File: src/rtl/spi_slave_regs.sv
// SPI mode-0 slave register bank: 8-bit command header followed by a DATA_W-bit data word.
// Define SPI_ERR_CNT_EN to add the saturating aborted-frame counter output err_cnt.
module spi_slave_regs #(
    parameter int unsigned DATA_W      = 32,
    parameter int unsigned ADDR_W      = 4,
    parameter int unsigned N_REGS      = 16,
    parameter int unsigned SYNC_STAGES = 2
) (
    input  logic                       clk,
    input  logic                       reset,
    input  logic                       SPI_CLK,
    input  logic                       SPI_CS,
    input  logic                       SPI_MOSI,
    output logic                       SPI_MISO,
    input  logic [N_REGS*DATA_W-1:0]   rd_data,
    output logic [N_REGS*DATA_W-1:0]   wr_data,
    output logic [N_REGS-1:0]          wr_strobe,
    output logic                       frame_done,
    output logic                       frame_err
`ifdef SPI_ERR_CNT_EN
    ,
    output logic [7:0]                 err_cnt
`endif
);

    localparam int unsigned FRAME_LEN = 8 + DATA_W;
    localparam int unsigned CNT_W     = $clog2(FRAME_LEN + 1);

    typedef enum logic [1:0] {StIdle, StHeader, StData, StDone} state_t;

    state_t                 state;
    logic [SYNC_STAGES-1:0] sclk_sync, cs_sync, mosi_sync;
    logic                   sclk_q;
    logic [CNT_W-1:0]       cnt;
    logic [DATA_W-1:0]      shreg;
    logic [DATA_W-1:0]      rd_sh;
    logic                   hdr_w;
    logic [ADDR_W-1:0]      hdr_addr;

    logic                   sclk_s, cs_s, mosi_s, rise, fall, last_rise, abort;
    logic [DATA_W-1:0]      rd_word, rx_word;

    // CS resets to its inactive level so the cycles after reset never look like a frame
    always_ff @(posedge clk or posedge reset) begin
        if (reset) begin
            sclk_sync <= '0;
            cs_sync   <= '1;
            mosi_sync <= '0;
            sclk_q    <= 1'b0;
        end else begin
            sclk_sync <= {sclk_sync[SYNC_STAGES-2:0], SPI_CLK};
            cs_sync   <= {cs_sync[SYNC_STAGES-2:0], SPI_CS};
            mosi_sync <= {mosi_sync[SYNC_STAGES-2:0], SPI_MOSI};
            sclk_q    <= sclk_s;
        end
    end

    assign sclk_s    = sclk_sync[SYNC_STAGES-1];
    assign cs_s      = cs_sync[SYNC_STAGES-1];
    assign mosi_s    = mosi_sync[SYNC_STAGES-1];
    assign rise      = sclk_s & ~sclk_q;
    assign fall      = ~sclk_s & sclk_q;
    assign rx_word   = {shreg[DATA_W-2:0], mosi_s};
    assign last_rise = (state == StData) && rise && (cnt == CNT_W'(FRAME_LEN - 1));
    // A final edge coincident with CS rising still completes the frame
    assign abort     = cs_s && ((state == StHeader) || ((state == StData) && !last_rise));

    // Header sits in the low byte of the shift register when the read word is latched
    always_comb begin
        rd_word = '0;
        for (int i = 0; i < int'(N_REGS); i++) begin
            if (shreg[ADDR_W-1:0] == ADDR_W'(i)) rd_word = rd_data[i*DATA_W +: DATA_W];
        end
    end

    always_ff @(posedge clk or posedge reset) begin
        if (reset) begin
            state      <= StIdle;
            cnt        <= '0;
            shreg      <= '0;
            rd_sh      <= '0;
            hdr_w      <= 1'b0;
            hdr_addr   <= '0;
            SPI_MISO   <= 1'b0;
            wr_data    <= '0;
            wr_strobe  <= '0;
            frame_done <= 1'b0;
            frame_err  <= 1'b0;
        end else begin
            wr_strobe  <= '0;
            frame_done <= 1'b0;
            frame_err  <= 1'b0;
            case (state)
                StIdle: begin
                    SPI_MISO <= 1'b0;
                    if (!cs_s) begin
                        cnt   <= '0;
                        shreg <= '0;
                        state <= StHeader;
                    end
                end
                StHeader: begin
                    if (abort) begin
                        frame_err <= 1'b1;
                        state     <= StIdle;
                    end else if (rise) begin
                        shreg <= rx_word;
                        cnt   <= cnt + 1'b1;
                    end else if (fall && cnt == CNT_W'(8)) begin
                        hdr_w    <= shreg[7];
                        hdr_addr <= shreg[ADDR_W-1:0];
                        SPI_MISO <= rd_word[DATA_W-1];
                        rd_sh    <= {rd_word[DATA_W-2:0], 1'b0};
                        state    <= StData;
                    end
                end
                StData: begin
                    if (last_rise) begin
                        frame_done <= 1'b1;
                        state      <= StDone;
                        for (int i = 0; i < int'(N_REGS); i++) begin
                            if (hdr_w && hdr_addr == ADDR_W'(i)) begin
                                wr_data[i*DATA_W +: DATA_W] <= rx_word;
                                wr_strobe[i]                <= 1'b1;
                            end
                        end
                    end else if (abort) begin
                        frame_err <= 1'b1;
                        state     <= StIdle;
                    end else if (rise) begin
                        shreg <= rx_word;
                        cnt   <= cnt + 1'b1;
                    end else if (fall) begin
                        SPI_MISO <= rd_sh[DATA_W-1];
                        rd_sh    <= {rd_sh[DATA_W-2:0], 1'b0};
                    end
                end
                StDone: begin
                    if (cs_s) state <= StIdle;
                end
                default: state <= StIdle;
            endcase
        end
    end

`ifdef SPI_ERR_CNT_EN
    always_ff @(posedge clk or posedge reset) begin
        if (reset) begin
            err_cnt <= '0;
        end else if (abort && err_cnt != 8'hFF) begin
            err_cnt <= err_cnt + 8'd1;
        end
    end
`endif

endmodule

File: config.mk
export PLATFORM = sky130hd
export DESIGN_NAME = spi_slave_regs
export DESIGN_NICKNAME = d
export VERILOG_FILES = /design/src/rtl/spi_slave_regs.sv
export SDC_FILE = /design/constraint.sdc
export NUM_CORES = 1
export LEC_CHECK = 0
export ABC_AREA = 1
export BUFFER_PORTS_ARGS = -buffer_cell sky130_fd_sc_hd__buf_2
export CELL_PAD_IN_SITES_DETAIL_PLACEMENT = 2
export CELL_PAD_IN_SITES_GLOBAL_PLACEMENT = 2
export CORE_AREA = 2 2 410 412
export DETAILED_ROUTE_END_ITERATION = 16
export DIE_AREA = 0 0 412 414
export GPL_TIMING_DRIVEN = 0
export PLACE_DENSITY = 0.48
export SLEW_MARGIN = 20
export SYNTH_ARGS = -nofsm -noshare
export SYNTH_HDL_FRONTEND = slang
export SYNTH_SLANG_ARGS = --single-unit
export TNS_END_PERCENT = 30
File: constraint.sdc
create_clock -name clk -period 23.4 [get_ports clk]
set_input_delay 3.51 -clock clk [delete_from_list [all_inputs] [get_ports clk]]
set_output_delay 3.51 -clock clk [all_outputs]
set_load 0.1 [all_outputs]
==> results.json, run 1 <==
{
  "vias": 27220,
  "leakage_nw": 18.6,
  "die_y_um": 414,
  "p_int_w": 0.00204,
  "finalSetupViolations": 0,
  "htree_levels": 3,
  "finClkSkew_ns": 0.0259,
  "path_cells": "buf_2 -> nand3_1 -> nand2_1 -> nor2_1 -> nand4_1 -> nor2_1 -> nand3_1 -> nor2_1 -> nand3_1 -> nand2_1 -> nand3_1 -> nand2_1 -> nand2_1 -> nand2_1 -> nand2_1",
  "clock-root-buffer": "clkbuf_16",
  "min_period_ns": 5.39,
  "worstSetupEndpointType": "flop",
  "worstReg2RegEnd": "rd_sh[24]",
  "p_sw_share_pct": 38.5,
  "setup_tns_ns": 0,
  "yosysWarnings": 0,
  "crit_required_ns": 23.95,
  "vias_per_cell": 4.18,
  "status": "finished, final reports clean",
  "antenna_found_initial": 54,
  "slowest_stage": "nor2_1",
  "drt_iter0_markers": 1851,
  "yosysSeqAreaShare_pct": 58.6,
  "portBuffers": 1047,
  "rsz0062_at_grt": "false",
  "tightest_slew_ns": 1.14,
  "powerDensity_nw_per_um2": 89.8,
  "dpl_cell_area_um2": 34400,
  "fin_crit_sh_pct": 23.1,
  "fp.dieW_um": 412,
  "hpwl_um": 147000,
  "area_growth_pct": 41.5,
  "cap_violations": 0,
  "rrSetupSlack_ns": 19.75,
  "synth_cell_types": 29,
  "synth_area_um2": 26200,
  "slowest_delay_ns": 0.67,
  "clock_path_buffers": 3,
  "cts_made_buffers": 78,
  "post_cts_buffers": 0,
  "io_pins": 1048,
  "final_cells": 6510,
  "p_seq_share_pct": 33.8,
  "layout-drive-gt1-share_pct": 29.4,
  "endpoint": "SPI_MISO",
  "start_kind": "input pin",
  "cp_max_fo": 1,
  "place_inst": 6356,
  "clk_latency_ns": 0.68,
  "crit_type": "in2reg",
  "cts_resized": 0,
  "crit_start": "rd_data[31]",
  "crit_top_cell": "nand2_1",
  "syn_avg_cell_area_um2": 8.45,
  "grt_pass1_wl_um": 244000,
  "drt-total-wl_um": 179000,
  "layout_commonest_cell": "buf_2",
  "report.final.slew_viol_count": 0,
  "wire_per_inst_um": 27.5,
  "cts_tree": "yes",
  "fmax_mhz": 185,
  "grt_use_total_pct": 20.4,
  "cts.sinks": 613,
  "synth_nets": 3620,
  "pwr-share-clk_pct": 37.0,
  "grt-ovfl-total": 0,
  "combPwrFrac_pct": 29.2,
  "ant_nets": 0,
  "cp.arrival_ns": 5.95,
  "ir_drop_v": 0.0000450,
  "r2r_cells": 14,
  "fillers": 19543,
  "globalplace.congestion": 0.914,
  "dr.pass1.iters": 5,
  "p_sw_w": 0.00128,
  "clkTransAtPathRegs_ns": 0.06,
  "drc": 0,
  "slew_headroom_pct": 22.9,
  "coreArea_um2": 166000,
  "reg2reg_from": "shreg[3]",
  "grt_pass1_vias": 28501,
  "cts_hold_buffers": 0,
  "hold_class": "reg2reg",
  "dieArea_um2": 171000,
  "rows": 150,
  "p_total_w": 0.00332,
  "synth.ff_latch_count": 613,
  "grt_max_degree": 86,
  "final_cell_mix": "1074 x buf_2, 1001 x nand2_1, 611 x dfrtp_1",
  "final-hold-violation-count": 0,
  "nets": 4755,
  "fin_util_pct": 22.3,
  "syn_inst": 3097,
  "finish.instance_area_um2": 37000,
  "start_util_pct": 15.7
}
[flip-flops by register name, summed over array words and instances, names as in the netlist, 2 cells and up]
name	flops
sclk_sync	2
rd_sh	31
hdr_addr	4
cnt	6
wr_data	512
wr_strobe	16
shreg	31
cs_sync	2
mosi_sync	2
state	2
[worst min-delay path by stage]
stage / start / end / slack, ns / cells past startpoint
CTS: cs_sync[0] / cs_sync[1] / 0.35 / 0
floorplan: mosi_sync[0] / mosi_sync[1] / 0.33 / 0
detailed placement: mosi_sync[0] / mosi_sync[1] / 0.34 / 0
finish: cs_sync[0] / cs_sync[1] / 0.35 / 0
global route: cs_sync[0] / cs_sync[1] / 0.36 / 0
global placement: mosi_sync[0] / mosi_sync[1] / 0.33 / 0
[synth_stat cells]
cell / number / share of area (%)
inv_1: 150 / 2.2
nand3_1: 69 / 1.3
nor2_1: 185 / 2.7
nor4_1: 1 / 0.024
clkbuf_1: 163 / 2.3
buf_1: 3 / 0.043
inv_2: 13 / 0.19
ha_1: 6 / 0.29
nand4_1: 87 / 2.1
or2_2: 15 / 0.36
a21oi_1: 109 / 2.1
buf_4: 6 / 0.17
o21ai_1: 1 / 0.019
buf_2: 27 / 0.52
o22ai_1: 32 / 0.76
xnor2_1: 1 / 0.033
and3_1: 1 / 0.024
dfrtp_1: 611 / 58
nand2_1: 1001 / 14
nor3b_1: 1 / 0.029
or2_0: 4 / 0.096
nor2_4: 2 / 0.086
nor2_2: 7 / 0.17
dfstp_2: 2 / 0.20
buf_6: 5 / 0.22
nand2_2: 4 / 0.096
nor3_1: 37 / 0.71
o21ai_0: 552 / 11
clkinv_1: 2 / 0.029
[cell type report]
type | count | area (um2) | share of cell area [%]
diodes | 17 | 42.5 | 0.115
plain buffers | 204 | 863 | 2.33
clock buffers | 113 | 2280 | 6.17
clock inverters | 24 | 308 | 0.831
inverters | 165 | 627 | 1.69
multi-input cells | 2115 | 9360 | 25.3
flip-flops and latches | 613 | 15300 | 41.4
well taps | 2204 | 2760 | 7.44
repair buffers | 1055 | 5460 | 14.7
[critical path: cells and delay by family]
kind / cells / cell delay, ns
buffers and inverters: 1 / 0.12
and+or+nand+nor: 14 / 2.33
[through the flow]
stage	hold WS, ns	setup WS [ns]
after floorplan	0.331	2.73
after global placement	0.333	-7.63
after detailed placement	0.341	17.33
after CTS	0.352	18.07
after global routing	0.358	17.87
final	0.351	18.01
[power groups by stage]
| stage | clock [W] | combinational [W] | sequential (W) |
|---|---|---|---|
| 2_1_floorplan | 0 | 0.000453 | 0.00114 |
| 3_3_place_gp | 0 | 0.000976 | 0.00114 |
| 3_5_place_dp | 0 | 0.000986 | 0.00114 |
| 4_1_cts | 0.00127 | 0.000989 | 0.00112 |
| 5_1_grt | 0.00131 | 0.00107 | 0.00113 |
| 6_report | 0.00123 | 0.000972 | 0.00112 |
[per-layer routing]
layer  GRT usage [%]  vias up  share of wire (%)  wire length, um
met1            28.6    13861                 47            84200
li1                -    12373                  -                -
met5               0        -              0.051               92
met4            6.32       16                3.2             5740
met3            3.84      211                4.9             8820
met2            31.6      759                 45            80300
[cell families (layout without fill, tap and decap cells)]
kind of cell | count (synthesis) | after routing | share of synthesized area (%)
buffers and inverters | 369 | 1561 | 5.65
flip-flops | 613 | 613 | 58.6
XOR/XNOR | 1 | 1 | 0.0335
AO/OA/AOI/OAI | 694 | 694 | 13.4
adder cells (fa/ha/maj) | 6 | 6 | 0.287
AND/OR/NAND/NOR | 1414 | 1414 | 22.0
other | 0 | 17 | 0
Power figures use the tool's default switching activity.
==> inputs of run 2 (changes only) <==
--- a/config.mk
+++ b/config.mk
@@ -5,15 +5,15 @@
 export SDC_FILE = /design/constraint.sdc
 export NUM_CORES = 1
 export LEC_CHECK = 0
-export ABC_AREA = 1
+export ABC_AREA = 0
 export BUFFER_PORTS_ARGS = -buffer_cell sky130_fd_sc_hd__buf_2
 export CELL_PAD_IN_SITES_DETAIL_PLACEMENT = 2
 export CELL_PAD_IN_SITES_GLOBAL_PLACEMENT = 2
-export CORE_AREA = 2 2 410 412
+export CORE_AREA = 2 2 412 414
 export DETAILED_ROUTE_END_ITERATION = 16
-export DIE_AREA = 0 0 412 414
+export DIE_AREA = 0 0 414 416
 export GPL_TIMING_DRIVEN = 0
-export PLACE_DENSITY = 0.48
+export PLACE_DENSITY = 0.49
 export SLEW_MARGIN = 20
 export SYNTH_ARGS = -nofsm -noshare
 export SYNTH_HDL_FRONTEND = slang
==> constraint.sdc (replaced) <==
create_clock -name clk -period 5.45 [get_ports clk]
set_input_delay 0.8175 -clock clk [delete_from_list [all_inputs] [get_ports clk]]
set_output_delay 0.8175 -clock clk [all_outputs]
set_load 0.1 [all_outputs]
==> run 2 against run 1 <==
Final area grew 7.7%. Setup slack worse by 17 ns. Clock power grew to 4.6 times the previous value. Clock skew rose by 0.043 ns. Sequential cell count is the same. Count of clock-buffer cells in the layout increased by 12. Cell count hardly changed. Largest power group unchanged. Global-route usage grew 3.8 points. Routed wire length up 19%.
==> results.json, run 2 <==
{
  "status": "finished, final reports clean",
  "portBuffers": 1047,
  "start_kind": "flop",
  "clk_latency_ns": 0.71,
  "cp_max_fo": 10,
  "start_util_pct": 16.9,
  "cts_made_buffers": 82,
  "vias_per_cell": 4.47,
  "synth-compound-area-share_pct": 9.66,
  "final-hold-violation-count": 0,
  "cp_num_buf_inv": 4,
  "synthMuxAreaShare_pct": 11.5,
  "dieArea_um2": 172000,
  "reg.largest.list": "wr_data: 512 flops, rd_sh: 31 flops, shreg: 31 flops",
  "fin_crit_sh_pct": 80.7,
  "grt-ovfl-total": 0,
  "area_growth_pct": 40.6,
  "powerDensity_nw_per_um2": 402,
  "reg2reg_from": "shreg[3]",
  "finClkSkew_ns": 0.0693,
  "rows": 151,
  "htree_levels": 3,
  "finish.instance_area_um2": 39900,
  "cap_violations": 0,
  "cts_tree": "yes",
  "yosysMostFrequentCell": "nand2_1",
  "hold_class": "in2async",
  "yosysWarnings": 0,
  "wire_per_inst_um": 32.8,
  "finalSetupViolations": 0,
  "synth_nets": 3535,
  "layout_commonest_cell": "buf_2",
  "fmax_mhz": 227,
  "place_ws_ns": 1.24,
  "rrSetupSlack_ns": 1.05,
  "syn_avg_cell_area_um2": 9.42,
  "post_cts_buffers": 0,
  "clkTransAtPathRegs_ns": 0.06,
  "worstReg2RegEnd": "rd_sh[6]",
  "io_pins": 1048,
  "path_cells": "clkbuf_1 -> clkbuf_1 -> clkbuf_1 -> clkbuf_1 -> a31oi_1 -> a221oi_1 -> o21ai_0",
  "grt_pass1_wl_um": 284000,
  "crit_type": "reg2reg",
  "nets": 4692,
  "final_cell_mix": "1133 x buf_2, 1127 x nand2_1, 611 x dfrtp_1",
  "grt_use_total_pct": 24.3,
  "vias": 29136,
  "antenna_found_initial": 135,
  "synth_xor_xnor_area_share_pct": 0.123,
  "coreArea_um2": 168000,
  "yosysTopAreaCellShare_pct": 53.9,
  "holdWs_ns": 0.0755,
  "layout-drive-gt1-share_pct": 36.3,
  "critical-path-top-delay-family": "buffers and inverters",
  "report.final.slew_viol_count": 0,
  "ant_nets": 0,
  "synth-edff-count": 0,
  "top_register": "wr_data",
  "drt-total-wl_um": 214000,
  "yosys_most_used_dff": "dfrtp_1",
  "min_period_ns": 4.40,
  "setup_tns_ns": 0,
  "clock-root-buffer": "clkbuf_16",
  "synth.ff_latch_count": 613,
  "dpl_cell_area_um2": 37000,
  "globalplace.congestion": 0.962,
  "drc": 0,
  "synth_area_leaders": "dfrtp_1 54%, nand2_1 15%, mux2_2 6.9%",
  "largest_register_ffs": 512,
  "clock_path_buffers": 3,
  "synth-async-reset-ratio_pct": 100,
  "syn_inst": 3012,
  "hpwl_um": 176000,
  "cts.sinks": 613,
  "cts_hold_buffers": 0,
  "ir_drop_v": 0.000200,
  "synth_cell_types": 73,
  "worstSetupEndpointType": "flop",
  "fp.dieW_um": 414,
  "yosysSeqAreaShare_pct": 54.1,
  "crit_required_ns": 6.03,
  "rsz0062_at_grt": "false",
  "grt_max_degree": 32,
  "drt_iter0_markers": 2171,
  "slowest_delay_ns": 0.70,
  "setup_ws_ns": 1.05,
  "fillers": 19375,
  "dr.pass1.iters": 5,
  "synth_fa_ha_area_share_pct": 0.265,
  "die_y_um": 416,
  "synth-simple-area-share_pct": 20.2,
  "r2r_cells": 7,
  "synth_top_cell_by_area": "dfrtp_1",
  "grt_pass1_vias": 30634,
  "fin_util_pct": 23.7,
  "crit_top_cell": "clkbuf_1",
  "synth_area_um2": 28400,
  "leakage_nw": 21.3,
  "slew_headroom_pct": 13.6,
  "cp.arrival_ns": 4.98,
  "cts_resized": 0,
  "synthTopCellsByCount": "1127 x nand2_1, 611 x dfrtp_1, 174 x mux2_2, 153 x clkbuf_1, 152 x o21ai_0",
  "tightest_slew_ns": 1.29,
  "synth_top_family_by_area": "simple AND/OR/NAND/NOR gates",
  "slowest_stage": "clkbuf_1"
}
-- run 2: cell types whose count changed in the layout (fill, tap and decap cells not counted), sizes merged, moves of 64 or more --
cell and delta:
inv -146, o21ai -400, nand2 +129, mux2 +176, mux2i +64, nor2 -68, nand4 -86, buf +80
-- run 2: cell type report --
type	instances	area (um2)	area share [%]
Clock buffer	125	2400	6.02
Antenna cell	60	150	0.376
Tap cell	2218	2780	6.95
Inverter	17	67.6	0.169
Buffer	257	1130	2.83
Sequential cell	613	15300	38.4
Timing Repair Buffer	1073	5800	14.5
Multi-Input combinational cell	2125	11900	29.7
Clock inverter	25	382	0.956
-- run 2: cells by family (layout without fill, tap and decap cells) --
| kind of cell | count (synthesis) | count (layout) |
|---|---|---|
| compound gates | 423 | 423 |
| xor+xnor | 4 | 4 |
| buf+inv | 274 | 1497 |
| other cells | 0 | 60 |
| flops | 613 | 613 |
| fa+ha+maj | 6 | 6 |
| simple gates | 1424 | 1424 |
| mux | 268 | 268 |
-- run 2: per-layer routing --
layer / share of wire (%) / GRT usage [%] / up-vias / routed length, um
met5: 0.12 / 0 / - / 260
met1: 42 / 29.8 / 15021 / 88800
met3: 7.2 / 7.10 / 357 / 15400
li1: - / - / 12520 / -
met2: 47 / 39.9 / 1192 / 99800
met4: 4.4 / 9.33 / 46 / 9360
-- run 2: worst max-delay path by stage --
stage / startpoint / endpoint / slack (ns) / depth (start not counted)
detailed placement: shreg[3] / rd_sh[6] / 1.24 / 7
global placement: reset / wr_data[473] / -9.30 / 2
CTS: shreg[3] / rd_sh[6] / 1.26 / 7
finish: shreg[3] / rd_sh[6] / 1.05 / 7
global route: shreg[3] / rd_sh[3] / 1.05 / 7
floorplan: reset / SPI_MISO / -3.73 / 1
-- run 2: power breakdown --
part / total [W] / switching, W / internal [W]
logic: 0.00558 / 0.00408 / 0.00150
registers: 0.00482 / 0.000104 / 0.00471
clock network: 0.00564 / 0.00237 / 0.00327
-- run 2: worst register-to-register path: stages, from the launching register on --
cell and delay, ns:
dfrtp_1 0.57, clkbuf_1 0.60, clkbuf_1 0.63, clkbuf_1 0.70, clkbuf_1 0.63, a31oi_1 0.51, a221oi_1 0.53, o21ai_0 0.14
-- run 2: per-stage QoR --
step / total power [W] / instances
final: 0.0160 / 6513
after global routing: 0.0166 / 6480
after CTS: 0.0161 / 6453
after detailed placement: 0.0103 / 6303
after global placement: 0.0103 / 6277
after floorplan: 0.00747 / 3012
==> inputs of run 3 (changes only) <==
--- a/config.mk
+++ b/config.mk
@@ -9,11 +9,11 @@
 export BUFFER_PORTS_ARGS = -buffer_cell sky130_fd_sc_hd__buf_2
 export CELL_PAD_IN_SITES_DETAIL_PLACEMENT = 2
 export CELL_PAD_IN_SITES_GLOBAL_PLACEMENT = 2
-export CORE_AREA = 2 2 412 414
+export CORE_AREA = 2 2 410 412
 export DETAILED_ROUTE_END_ITERATION = 16
-export DIE_AREA = 0 0 414 416
+export DIE_AREA = 0 0 412 414
 export GPL_TIMING_DRIVEN = 0
-export PLACE_DENSITY = 0.49
+export PLACE_DENSITY = 0.51
 export SLEW_MARGIN = 20
 export SYNTH_ARGS = -nofsm -noshare
 export SYNTH_HDL_FRONTEND = slang
==> constraint.sdc (replaced) <==
create_clock -name clk -period 3.6 [get_ports clk]
set_input_delay 0.54 -clock clk [delete_from_list [all_inputs] [get_ports clk]]
set_output_delay 0.54 -clock clk [all_outputs]
set_load 0.1 [all_outputs]
==> run 3 against run 2 <==
Count of clock-buffer cells in the layout rose by 2. Combinational power grew 51%. Setup slack got worse by 1.2 ns. Core utilization up 0.26 points. Register-to-register slack got worse by 1.2 ns. The run now ends with setup timing left. Highest routed layer unchanged. Largest power group is now combinational cells.
==> results.json, run 3 (synthesized netlist as in run 2, its figures left out) <==
{
  "cts_tree": "yes",
  "drt_iter0_markers": 2188,
  "final_cells": 6500,
  "start_kind": "flop",
  "reg.largest.list": "wr_data: 512 flops, rd_sh: 31 flops, shreg: 31 flops",
  "setup_ws_ns": -0.117,
  "drt-total-wl_um": 207000,
  "coreArea_um2": 166000,
  "area_growth_pct": 40.6,
  "finClkSkew_ns": 0.0480,
  "die_y_um": 414,
  "dr.pass1.iters": 7,
  "clkTransAtPathRegs_ns": 0.05,
  "final_cell_mix": "1126 x buf_2, 1126 x nand2_1, 611 x dfrtp_1",
  "fin_crit_sh_pct": 103,
  "hold_class": "in2reg",
  "ir_drop_v": 0.000319,
  "dieArea_um2": 171000,
  "tightest_slew_ns": 1.20,
  "layout-drive-gt1-share_pct": 36.7,
  "grt_max_degree": 31,
  "ant_nets": 0,
  "clock-root-buffer": "clkbuf_16",
  "htree_levels": 3,
  "multi_input_area_um2": 11900,
  "hpwl_um": 171000,
  "io_pins": 1048,
  "portBuffers": 1047,
  "leakage_nw": 21.2,
  "fmax_mhz": 269,
  "clock_path_buffers": 3,
  "rsz0062_at_grt": "true",
  "hold_path_depth": 3,
  "fp.dieW_um": 412,
  "grt_use_total_pct": 23.8,
  "worstSetupEndpointType": "flop",
  "cp_max_fo": 10,
  "crit_type": "reg2reg",
  "vias_per_cell": 4.51,
  "start_util_pct": 17.1,
  "largest_register_ffs": 512,
  "cts.sinks": 613,
  "failed_checks": "setup timing",
  "grt_pass1_wl_um": 277000,
  "top_register": "wr_data",
  "antenna_found_initial": 133,
  "fillers": 19297,
  "report.final.slew_viol_count": 0,
  "dpl_cell_area_um2": 36900,
  "holdWs_ns": 0.200,
  "clk_latency_ns": 0.69,
  "globalplace.congestion": 1.03,
  "cts_made_buffers": 82,
  "wire_per_inst_um": 31.9,
  "post_cts_buffers": 0,
  "seqCellArea_um2": 15300,
  "r2r_cells": 7,
  "nets": 4696,
  "vias": 29311,
  "finish.instance_area_um2": 39900,
  "fin_util_pct": 24.0,
  "cp.arrival_ns": 4.26,
  "finalSetupViolations": 2,
  "status": "finished with violations",
  "min_period_ns": 3.72,
  "rows": 150,
  "drc": 0,
  "powerDensity_nw_per_um2": 598,
  "place_inst": 6289,
  "grt-ovfl-total": 0,
  "grt_pass1_vias": 30690,
  "slew_headroom_pct": 19.9,
  "cap_violations": 0,
  "final-hold-violation-count": 0,
  "crit_required_ns": 4.14
}
## run 3: cell types whose count changed in the layout (fill, tap and decap cells not counted), sizes merged, moves of 3 or more
cell         change
clkinv           -8
clkbuf           +6
diode            +6
buf              -5
dlygate4sd3      +4
bufinv           -3
## run 3: stage by stage
| stage | worst slack [ns] | power [W] | setup TNS, ns |
|---|---|---|---|
| floorplan | -5.30 | 0.0113 | -3246.29 |
| global placement | -10.79 | 0.0154 | -6563.11 |
| detailed placement | -0.490 | 0.0155 | -6.14 |
| CTS | 0.0168 | 0.0238 | 0 |
| global route | -0.0412 | 0.0246 | -0.0945 |
| finish | -0.117 | 0.0239 | -0.125 |
## run 3: area by class of cell
cell class	instances	share of cell area, %
multi-input cells	2125	29.9
inverters	17	0.169
clock buffers	127	6.05
well taps	2204	6.91
flip-flops and latches	613	38.5
clock inverters	14	0.568
diodes	66	0.414
repair buffers	1077	14.6
plain buffers	257	2.93
## run 3: path summary, 6_finish.rpt
check,slack [ns],end,start
hold reg to reg,0.34,cs_sync[1],cs_sync[0]
setup reg to reg,-0.12,rd_sh[3],shreg[3]
hold / removal,0.20,rd_sh[6],rd_data[421]
setup / recovery,-0.12,rd_sh[3],shreg[3]
min in group asynchronous,0.39,rd_sh[8],reset
max in group asynchronous,1.26,wr_data[471],reset
## run 3: report_power, final
group	internal, W	switching (W)
logic	0.00233	0.00612
clock network	0.00470	0.00342
registers	0.00713	0.000164
total	0.0142	0.00970
## run 3: routing by layer
layer | GRT usage, % | share of wire, % | routed length (um) | vias up
li1 | - | - | - | 12519
met1 | 29.9 | 42 | 86100 | 15148
met2 | 37.5 | 45 | 93700 | 1245
met3 | 8.55 | 9.6 | 19800 | 351
met4 | 7.79 | 3.4 | 7120 | 48
met5 | 0 | 0.14 | 289 | -
## run 3: repair_timing
item,4_1_cts,5_1_grt
resized for setup,21,24
endpoints found under the setup margin,23,75
hold buffers,4,0
endpoints found under the hold margin,13,0
gates cloned,0,0
## run 3: worst max-delay path, cell delays in order, from the launching register on
cell and delay [ns]:
dfrtp_1 0.50, clkbuf_1 0.53, clkbuf_2 0.44, clkbuf_1 0.56
clkbuf_2 0.46, a31oi_1 0.38, a221oi_1 0.54, o21ai_0 0.18
